## src/rtl/wb_fir_ctrl.sv

```systemverilog
// Wishbone slave sharing the user WB port between the user BRAM and the FIR core.
// One transaction at a time: decode in IDLE, sequence the selected side, one-cycle ack.
module wb_fir_ctrl #(
    parameter int unsigned DELAYS   = 10,
    parameter int unsigned TIMEOUT  = 1024,
    parameter logic [7:0]  BRAM_HI  = 8'h38,
    parameter logic [31:0] FIR_BASE = 32'h3000_0000
) (
    input  logic        clk,
    input  logic        rst,
    input  logic        wbs_cyc_i,
    input  logic        wbs_stb_i,
    input  logic        wbs_we_i,
    input  logic [3:0]  wbs_sel_i,
    input  logic [31:0] wbs_adr_i,
    input  logic [31:0] wbs_dat_i,
    output logic        wbs_ack_o,
    output logic [31:0] wbs_dat_o,
    output logic        bram_en,
    output logic [3:0]  bram_we,
    output logic [31:0] bram_di,
    input  logic [31:0] bram_do,
    output logic        awvalid,
    input  logic        awready,
    output logic [31:0] awaddr,
    output logic        wvalid,
    input  logic        wready,
    output logic [31:0] wdata,
    output logic        arvalid,
    input  logic        arready,
    output logic [31:0] araddr,
    input  logic        rvalid,
    output logic        rready,
    input  logic [31:0] rdata,
    output logic        ss_tvalid,
    input  logic        ss_tready,
    output logic [31:0] ss_tdata,
    output logic        ss_tlast,
    input  logic        sm_tvalid,
    output logic        sm_tready,
    input  logic [31:0] sm_tdata,
    input  logic        sm_tlast
);
    localparam int TW = $clog2(TIMEOUT) + 1;
    localparam int DW = $clog2(DELAYS) + 1;

    typedef enum logic [2:0] {IDLE, BRAM, AXW, AXAR, AXR, XPUSH, YPOP, ACK} state_t;

    state_t        state_q, state_d;
    logic [31:0]   off_q, off_d;
    logic [31:0]   rdat_q, rdat_d;
    logic [31:0]   len_q, len_d;
    logic [31:0]   scnt_q, scnt_d;
    logic [TW-1:0] tmo_q, tmo_d;
    logic [DW-1:0] dcnt_q, dcnt_d;
    logic          we_q, we_d;
    logic          aw_done_q, aw_done_d;
    logic          w_done_q, w_done_d;

    logic          valid;
    logic [31:0]   off_in;
    logic          tmo_hit;
    logic          aw_hs, w_hs;
    logic          unused_sm_tlast;

    assign valid           = wbs_cyc_i & wbs_stb_i;
    assign off_in          = wbs_adr_i - FIR_BASE;
    assign tmo_hit         = (tmo_q == TW'(TIMEOUT - 1));
    assign unused_sm_tlast = sm_tlast;

    // All handshake outputs decode from registered state, so a sampled rst clears them at that edge.
    assign awvalid   = (state_q == AXW) && !aw_done_q;
    assign wvalid    = (state_q == AXW) && !w_done_q;
    assign awaddr    = off_q;
    assign wdata     = (state_q == AXW) ? wbs_dat_i : 32'd0;
    assign arvalid   = (state_q == AXAR);
    assign araddr    = off_q;
    assign rready    = (state_q == AXR);
    assign ss_tvalid = (state_q == XPUSH);
    assign ss_tdata  = (state_q == XPUSH) ? wbs_dat_i : 32'd0;
    assign ss_tlast  = (state_q == XPUSH) && (len_q != 32'd0) && (scnt_q == len_q - 32'd1);
    assign sm_tready = (state_q == YPOP);
    assign bram_en   = (state_q == BRAM) && valid;
    assign bram_we   = (state_q == BRAM) ? (wbs_sel_i & {4{wbs_we_i}}) : 4'd0;
    assign bram_di   = (state_q == BRAM) ? wbs_dat_i : 32'd0;
    assign wbs_ack_o = (state_q == ACK);
    assign wbs_dat_o = ((state_q == ACK) && !we_q) ? rdat_q : 32'd0;

    assign aw_hs = awvalid && awready;
    assign w_hs  = wvalid && wready;

    always_comb begin
        state_d   = state_q;
        off_d     = off_q;
        rdat_d    = rdat_q;
        len_d     = len_q;
        scnt_d    = scnt_q;
        we_d      = we_q;
        aw_done_d = aw_done_q;
        w_done_d  = w_done_q;
        dcnt_d    = dcnt_q;
        tmo_d     = (state_q == IDLE) ? '0 : tmo_q + TW'(1);

        case (state_q)
            IDLE: begin
                aw_done_d = 1'b0;
                w_done_d  = 1'b0;
                dcnt_d    = '0;
                if (valid && !wbs_ack_o) begin
                    we_d   = wbs_we_i;
                    off_d  = off_in;
                    rdat_d = 32'd0;
                    if (wbs_adr_i[31:24] == BRAM_HI)         state_d = BRAM;
                    else if (off_in < 32'h80)                state_d = wbs_we_i ? AXW : AXAR;
                    else if (off_in == 32'h80 && wbs_we_i)   state_d = XPUSH;
                    else if (off_in == 32'h84 && !wbs_we_i)  state_d = YPOP;
                    else                                     state_d = ACK;
                end
            end
            BRAM: begin
                dcnt_d = dcnt_q + DW'(1);
                if (dcnt_q == DW'(DELAYS - 1)) begin
                    rdat_d  = bram_do;
                    state_d = ACK;
                end
            end
            AXW: begin
                if (aw_hs) aw_done_d = 1'b1;
                if (w_hs) begin
                    w_done_d = 1'b1;
                    // Writing the length register restarts the X frame.
                    if (off_q == 32'h10) begin
                        len_d  = wbs_dat_i;
                        scnt_d = 32'd0;
                    end
                end
                if ((aw_done_q || aw_hs) && (w_done_q || w_hs)) begin
                    state_d = ACK;
                end else if (tmo_hit) begin
                    rdat_d  = 32'hFFFF_FFFF;
                    state_d = ACK;
                end
            end
            AXAR: begin
                if (arready) begin
                    state_d = AXR;
                end else if (tmo_hit) begin
                    rdat_d  = 32'hFFFF_FFFF;
                    state_d = ACK;
                end
            end
            AXR: begin
                if (rvalid) begin
                    rdat_d  = rdata;
                    state_d = ACK;
                end else if (tmo_hit) begin
                    rdat_d  = 32'hFFFF_FFFF;
                    state_d = ACK;
                end
            end
            XPUSH: begin
                if (ss_tready) begin
                    scnt_d  = ss_tlast ? 32'd0 : scnt_q + 32'd1;
                    state_d = ACK;
                end else if (tmo_hit) begin
                    rdat_d  = 32'hFFFF_FFFF;
                    state_d = ACK;
                end
            end
            YPOP: begin
                if (sm_tvalid) begin
                    rdat_d  = sm_tdata;
                    state_d = ACK;
                end else if (tmo_hit) begin
                    rdat_d  = 32'hFFFF_FFFF;
                    state_d = ACK;
                end
            end
            ACK:     state_d = IDLE;
            default: state_d = IDLE;
        endcase
    end

    always_ff @(posedge clk) begin
        if (rst) begin
            state_q   <= IDLE;
            off_q     <= 32'd0;
            rdat_q    <= 32'd0;
            len_q     <= 32'd0;
            scnt_q    <= 32'd0;
            tmo_q     <= '0;
            dcnt_q    <= '0;
            we_q      <= 1'b0;
            aw_done_q <= 1'b0;
            w_done_q  <= 1'b0;
        end else begin
            state_q   <= state_d;
            off_q     <= off_d;
            rdat_q    <= rdat_d;
            len_q     <= len_d;
            scnt_q    <= scnt_d;
            tmo_q     <= tmo_d;
            dcnt_q    <= dcnt_d;
            we_q      <= we_d;
            aw_done_q <= aw_done_d;
            w_done_q  <= w_done_d;
        end
    end
endmodule

```

## config.mk

```make
export PLATFORM = sky130hd
export DESIGN_NAME = wb_fir_ctrl
export DESIGN_NICKNAME = d
export VERILOG_FILES = /design/src/rtl/wb_fir_ctrl.sv
export SDC_FILE = /design/constraint.sdc
export NUM_CORES = 1
export LEC_CHECK = 0
export ABC_AREA = 1
export CAP_MARGIN = 30
export CORE_AREA = 8 8 119 203
export DETAILED_ROUTE_END_ITERATION = 10
export DIE_AREA = 0 0 127 211
export GPL_TIMING_DRIVEN = 0
export PLACE_DENSITY = 0.92
export REMOVE_ABC_BUFFERS = 1
export SYNTH_ARGS = -nofsm -noshare
export SYNTH_HDL_FRONTEND = slang
export SYNTH_SLANG_ARGS = --single-unit
export TNS_END_PERCENT = 5
```

## constraint.sdc

```tcl
create_clock -name clk -period 4.7 [get_ports clk]
set_input_delay 0.705 -clock clk [delete_from_list [all_inputs] [get_ports clk]]
set_output_delay 0.705 -clock clk [all_outputs]
set_load 0.02 [all_outputs]
```

; Yosys cells after proc, flatten, opt, wreduce, memory -nomap -nowiden
; Cells that the tools add are included.
[totals]
regBits = 150
input_bits = 176
output_inout_bits = 205
word_cells = 112
[classes]
n_addsub = 5
order_cmp = 1
n_eq_ne = 23
mux = 38
n_bitwise = 2
n_reduce_logical = 33
[op_table]
columns = op, n
row1 = $mux 32, 16
row2 = $pmux 32 s7, 1
row3 = $eq 32x8->1 const B, 2
row4 = $pmux 32 s2, 1
row5 = $add 32x1->32 const B, 1
row6 = $eq 32x32->1, 1
row7 = $eq 32x5->1 const B, 1
row8 = $lt 32x8->1 const B, 1
row9 = $reduce_bool 32->1, 1
row10 = $sub 32x1->32 const B, 1
row11 = $sub 32x30->32 const B, 1
row12 = $mux 3, 10
row13 = $pmux 3 s8, 1
row14 = $eq 3x3->1 const B, 4
row15 = $logic_and 1x1->1, 12
row16 = $add 11x1->11 const B, 1
row17 = $eq 11x10->1 const B, 1
row18 = $ne 2x2->1 const B, 5
row19 = $pmux 5 s2, 1
row20 = $eq 8x6->1 const B, 1
row21 = $ne 2x1->1 const B, 4
row22 = $reduce_and 2->1, 4
row23 = $reduce_bool 7->1, 1
row24 = $eq 3x2->1 const B, 2
row25 = other kinds (17), 28

; Depth between registers and ports, before layout
[logic_depth]
depth_word = 9
ltp_mapped = 18
ltp_nobuf = 17

; Least setup slack after synthesis
; Ideal clock, no wire load.
[synth_timing]
kind = register to output
startpoint = register len_q[0]
endpoint = output ss_tlast
arrival_time_ps = 1946
required_time_ps = 3995
setup_slack_ps = 2049
stages_incl_launch_ff = 17
n_path_buf = 2
path_cell_list = dfxtp_1 -> inv_2 -> ha_1 -> nand3_2 -> nor2_2 -> buf_6 -> nand3_1 -> nand2_1 -> inv_1 -> nor2_2 -> nand2_1 -> nor2_1 -> nand2_1 -> nor2_2 -> nand3_4 -> buf_6 -> inv_1
[synth_via]
elab_chain_len = 3
elab_cells_between_ends = 5
classes_between = 1 x add/sub / 1 x eq/ne / 3 x reduce/logical
[synth_rtl]
columns = item, line
row1 = start: declaration, 52  ; logic [31:0] len_q, len_d;
row2 = start signal: assignment, 200  ; len_q <= len_d;
row3 = $sub 32x1->32 / $reduce_bool 32->1 (equally long branches), 81  ; assign ss_tlast = (state_q == XPUSH) && (len_q != 32'd0) && (scnt_q == len_q - 32'd1);
row4 = $eq 32x32->1 / $logic_and 1x1->1 (equally long branches), 81
row5 = $logic_and 1x1->1 (*), 81
row6 = end: declaration, 38  ; output logic ss_tlast,
; Mark *: on every way between the ends. The rest lies on a longest branch, timed or not.

; Worst setup path after layout
; Same ends and word-level chain as after synthesis.

==> impl_summary.txt <==
----------------------------------------------------
[Logic synthesis]
  Count of synthesis-stage warnings from yosys ... 0
  Post-synth EDFFs ... 0
  Most frequently used flop master after synthesis ... sky130_fd_sc_hd__dfxtp_1
  Post-synthesis async set-or-reset flop share ... 0%
  Number of distinct library cell variants in the gate-level netlist after synthesis ... 46
  Sequential cell area fraction in the yosys report ... 29.1%
  Post-Syn Instances ... 1691
  Mean area per synthesized cell ... 6.09 um^2
  Flip-flop and latch count after synthesis ... 150
  Area of the mapped netlist ... 10300 um^2

[Global route]
  Initial antenna violation count ... 0
  Wire length of the first global-routing pass ... 63.0 mm
  All-layer global routing usage ... 29.3%
  Leftover overflow at the end of global routing ... 0
  Largest net degree at the start of global routing ... 61
  Via count of the first global-routing pass ... 12397

[Power and ir drop]
  Worst IR drop on VDD ... 0.253 mV
  Clock network fraction of design power ... 28.2%
  Cell leakage power ... 6.20 nW
  Switching part of the total power ... 39.9%
  Ratio of total power to cell area ... 347 nW/um^2
  Part of the power in registers ... 30.2%
  Combinational cell fraction of total power ... 41.6%
  Net switching component of the power ... 0.00204 W
  Int Power ... 0.00308 W

[Placement]
  Routability cong. ... 0.940
  Cell area reported after detailed placement ... 14200 um^2
  IO Port Bufs ... 379
  HPWL Detailed ... 31.5 mm
  Placed insts ... 2230

[Cells and area]
  Non-filler instance count after layout ... 2263
  Nets ... 2179
  Multi-input gate area in the final layout ... 5860 um^2
  Post-layout instance area ... 14800 um^2
  Layout cell share with drive strength beyond 1 ... 6.47%
  Top library cells by usage in the layout, fill and taps aside ... sky130_fd_sc_hd__clkdlybuf4s50_1 (378), sky130_fd_sc_hd__nand2_1 (344), sky130_fd_sc_hd__nor2_1 (342)
  Total area of sequential cells ... 3000 um^2
  Most common library cell in the layout ignoring fill and taps ... sky130_fd_sc_hd__clkdlybuf4s50_1
  Antenna fix cells ... 0
  Filler cells ... 1632
  Layout overhead on the synthesized area ... 43.5%

[Critical path]
  Capturing instance or port of the critical path ... ss_tlast
  CP Data Required Time ... 3.99 ns
  Launch instance of the worst register-to-register path ... state_q[0]$_SDFFE_PP0P_
  Reg2Reg Setup Slack ... 1.18 ns
  Critical path fanouts, max ... 17
  Worst setup EP type ... primary output
  Classification of the worst setup path ... reg2out
  Number of cells on the worst reg-to-reg path ... 11
  Startpoint of the worst setup timing path ... len_q[0]$_SDFFE_PP0P_
  Worst setup SP type ... flop
  Reg2Reg Capture Point ... rdat_q[8]$_SDFFE_PP0P_
  Crit path arrival time ... 3.56 ns

[Detailed routing]
  Iteration-0 DRC Markers ... 979
  Routed length on met1 ... 14.1 mm
  Top Metal Used ... met4
  Total wirelength of the detailed-routed design ... 41.0 mm
  Mean routed wirelength per cell ... 18.1 um
  Detailed-routed wire length on met3 ... 3.13 mm
  Average vias per placed instance ... 5.51
  Post-route ant nets ... 0
  Drt pass-1 iters ... 7
  Routed wl met2 ... 21.6 mm
  Final routed DRC violation total ... 0
  DR vias ... 12466

[Timing]
  Crit share post-route ... 90.7%
  Final count of negative-setup-slack endpoints ... 0
  Unrepaired setup endpoints after global routing ... no
  Sum of negative setup slack ... 0 ns
  Measured slew at the worst slew-check pin ... 0.991 ns
  Peak Freq ... 235 MHz
  Max Transition Viols Final ... 0
  Worst Clk Skew ... 0.0119 ns
  Min Tclk post-route ... 4.26 ns
  Max-slew headroom at the worst pin ... 33.7%
  Number of failing hold endpoints at the final stage ... 0

[Floorplan]
  Number of core rows ... 71
  Placeable core area ... 21300 um^2
  Count of boundary I/O pins ... 381
  Initial core utilization ... 48.3%
  Width of the die ... 127 um
  Die area ... 26800 um^2
  Vertical die dimension ... 211 um

[Clock network]
  TritonCTS clock tree ... built
  Deepest level of the CTS H-tree ... 4
  Master cell of the clock root buffer ... sky130_fd_sc_hd__clkbuf_16
  Clock edge transition at the registers on the reported setup and hold paths ... 0.07 ns
  Maximum root-to-sink buffer count ... 2
  Clock buffers created by TritonCTS ... 17
  Post-CTS Hold Fix Bufs ... 0
  Worst skew pair latency ... 0.44 ns
  CTS sink cnt ... 150

[Min path]
  Hold crit path type ... reg2reg
  Hold Startpoint ... rdat_q[10]$_SDFFE_PP0P_

[Run status]
  Outcome ... complete, no violations

[Job]
  Max-cap viol count ... 0

----------------------------------------------------
critical path, cell delays in order (launching register included):
cell and delay, ns:
sky130_fd_sc_hd__dfxtp_1 0.36, sky130_fd_sc_hd__inv_2 0.09, sky130_fd_sc_hd__ha_1 0.22, sky130_fd_sc_hd__nand3_2 0.19, sky130_fd_sc_hd__nor2_4 0.30, sky130_fd_sc_hd__nand2_1 0.21, sky130_fd_sc_hd__nor2_1 0.14, sky130_fd_sc_hd__nand2_1 0.07
sky130_fd_sc_hd__nand3_1 0.10, sky130_fd_sc_hd__nand2_1 0.05, sky130_fd_sc_hd__inv_1 0.05, sky130_fd_sc_hd__nand2_1 0.05, sky130_fd_sc_hd__nor2_2 0.23, sky130_fd_sc_hd__nand3_4 0.28, sky130_fd_sc_hd__inv_1 0.13, sky130_fd_sc_hd__clkdlybuf4s50_1 0.65
synthesized netlist by cell type, drive strengths merged (3+ instances only):
cell type  number  area, um^2
nor3b           5        37.5
inv           229         860
nor2          363        1430
nor3           20         138
a21oi         123         657
xor2           33         289
nand3          44         243
o21ai         105         526
clkbuf         42         158
ha              8         100
a22oi          12        90.1
dfxtp         150        3000
nand3b         10        75.1
o21bai          3        22.5
nor4           13        81.3
nand2         369        1450
xnor2          16         140
a221oi         19         166
buf            71         457
o211ai         12        90.1
nand4          27         169
how the worst min path moves through the flow:
stage                              end  slack (ns)  depth (start not counted)
2_1_floorplan      tmo_q[0]$_SDFF_PP0_        0.42                          1
3_3_place_gp       tmo_q[0]$_SDFF_PP0_        0.43                          1
3_5_place_dp   rdat_q[15]$_SDFFE_PP0P_        0.46                          2
4_1_cts        rdat_q[15]$_SDFFE_PP0P_        0.47                          2
5_1_grt        rdat_q[31]$_SDFFE_PP0P_        0.48                          2
6_report       rdat_q[10]$_SDFFE_PP0P_        0.47                          2
metrics by stage:
stage	power, W	hold WS (ns)	utilization (%)	setup slack (ns)
5_1_grt	0.00532	0.485	69.4	0.209
6_report	0.00513	0.467	69.4	0.436
4_1_cts	0.00510	0.468	69.3	0.120
3_5_place_dp	0.00367	0.457	66.4	0.593
3_3_place_gp	0.00351	0.428	64.7	-4.58
2_1_floorplan	0.00258	0.418	-	-1.09
layer usage:
layer  vias to the layer above  GRT usage (%)
met4                         0           15.5
li1                       5921              -
met2                       674           54.5
met5                         -              0
met3                       151           6.55
met1                      5720           29.5
state kept, by name (all words and copies together) (netlist names):
name       flops
aw_done_q      1
w_done_q       1
araddr        32
rdat_q        32
we_q           1
tmo_q         11
len_q         32
dcnt_q         5
scnt_q        32
state_q        3
area by class of cell:
class | count | area share (%)
Tap cell | 255 | 2.16
Sequential cell | 150 | 20.3
Clock inverter | 15 | 1.27
Inverter | 231 | 5.86
Clock buffer | 17 | 2.88
Multi-Input combinational cell | 1198 | 39.6
Timing Repair Buffer | 397 | 27.9
power groups by stage:
stage | Sequential (W) | Combinational (W) | Clock [W]
floorplan | 0.00167 | 0.000909 | 0
global placement | 0.00156 | 0.00194 | 0
detailed placement | 0.00157 | 0.00210 | 0
CTS | 0.00154 | 0.00212 | 0.00144
global route | 0.00156 | 0.00227 | 0.00149
finish | 0.00155 | 0.00213 | 0.00144
logic make-up (layout without fill, tap and decap cells):
group	count (synthesis)	after routing	share of synthesized area [%]
DFF	150	150	29.1
adders and majority gates	8	8	0.971
xor gates and xnor gates	49	49	4.16
and+or+nand+nor	852	853	35.2
buffers and inverters	344	660	14.4
AOI/OAI and AO/OA	288	288	16.2
what timing repair did:
item / CTS / global route
buffers inserted: 0 / 0
gates resized for setup: 0 / 1
hold endpoints to repair: 0 / 0
endpoints found under the setup margin: 0 / 1
Note: power is estimated with default switching activity, not from simulation.
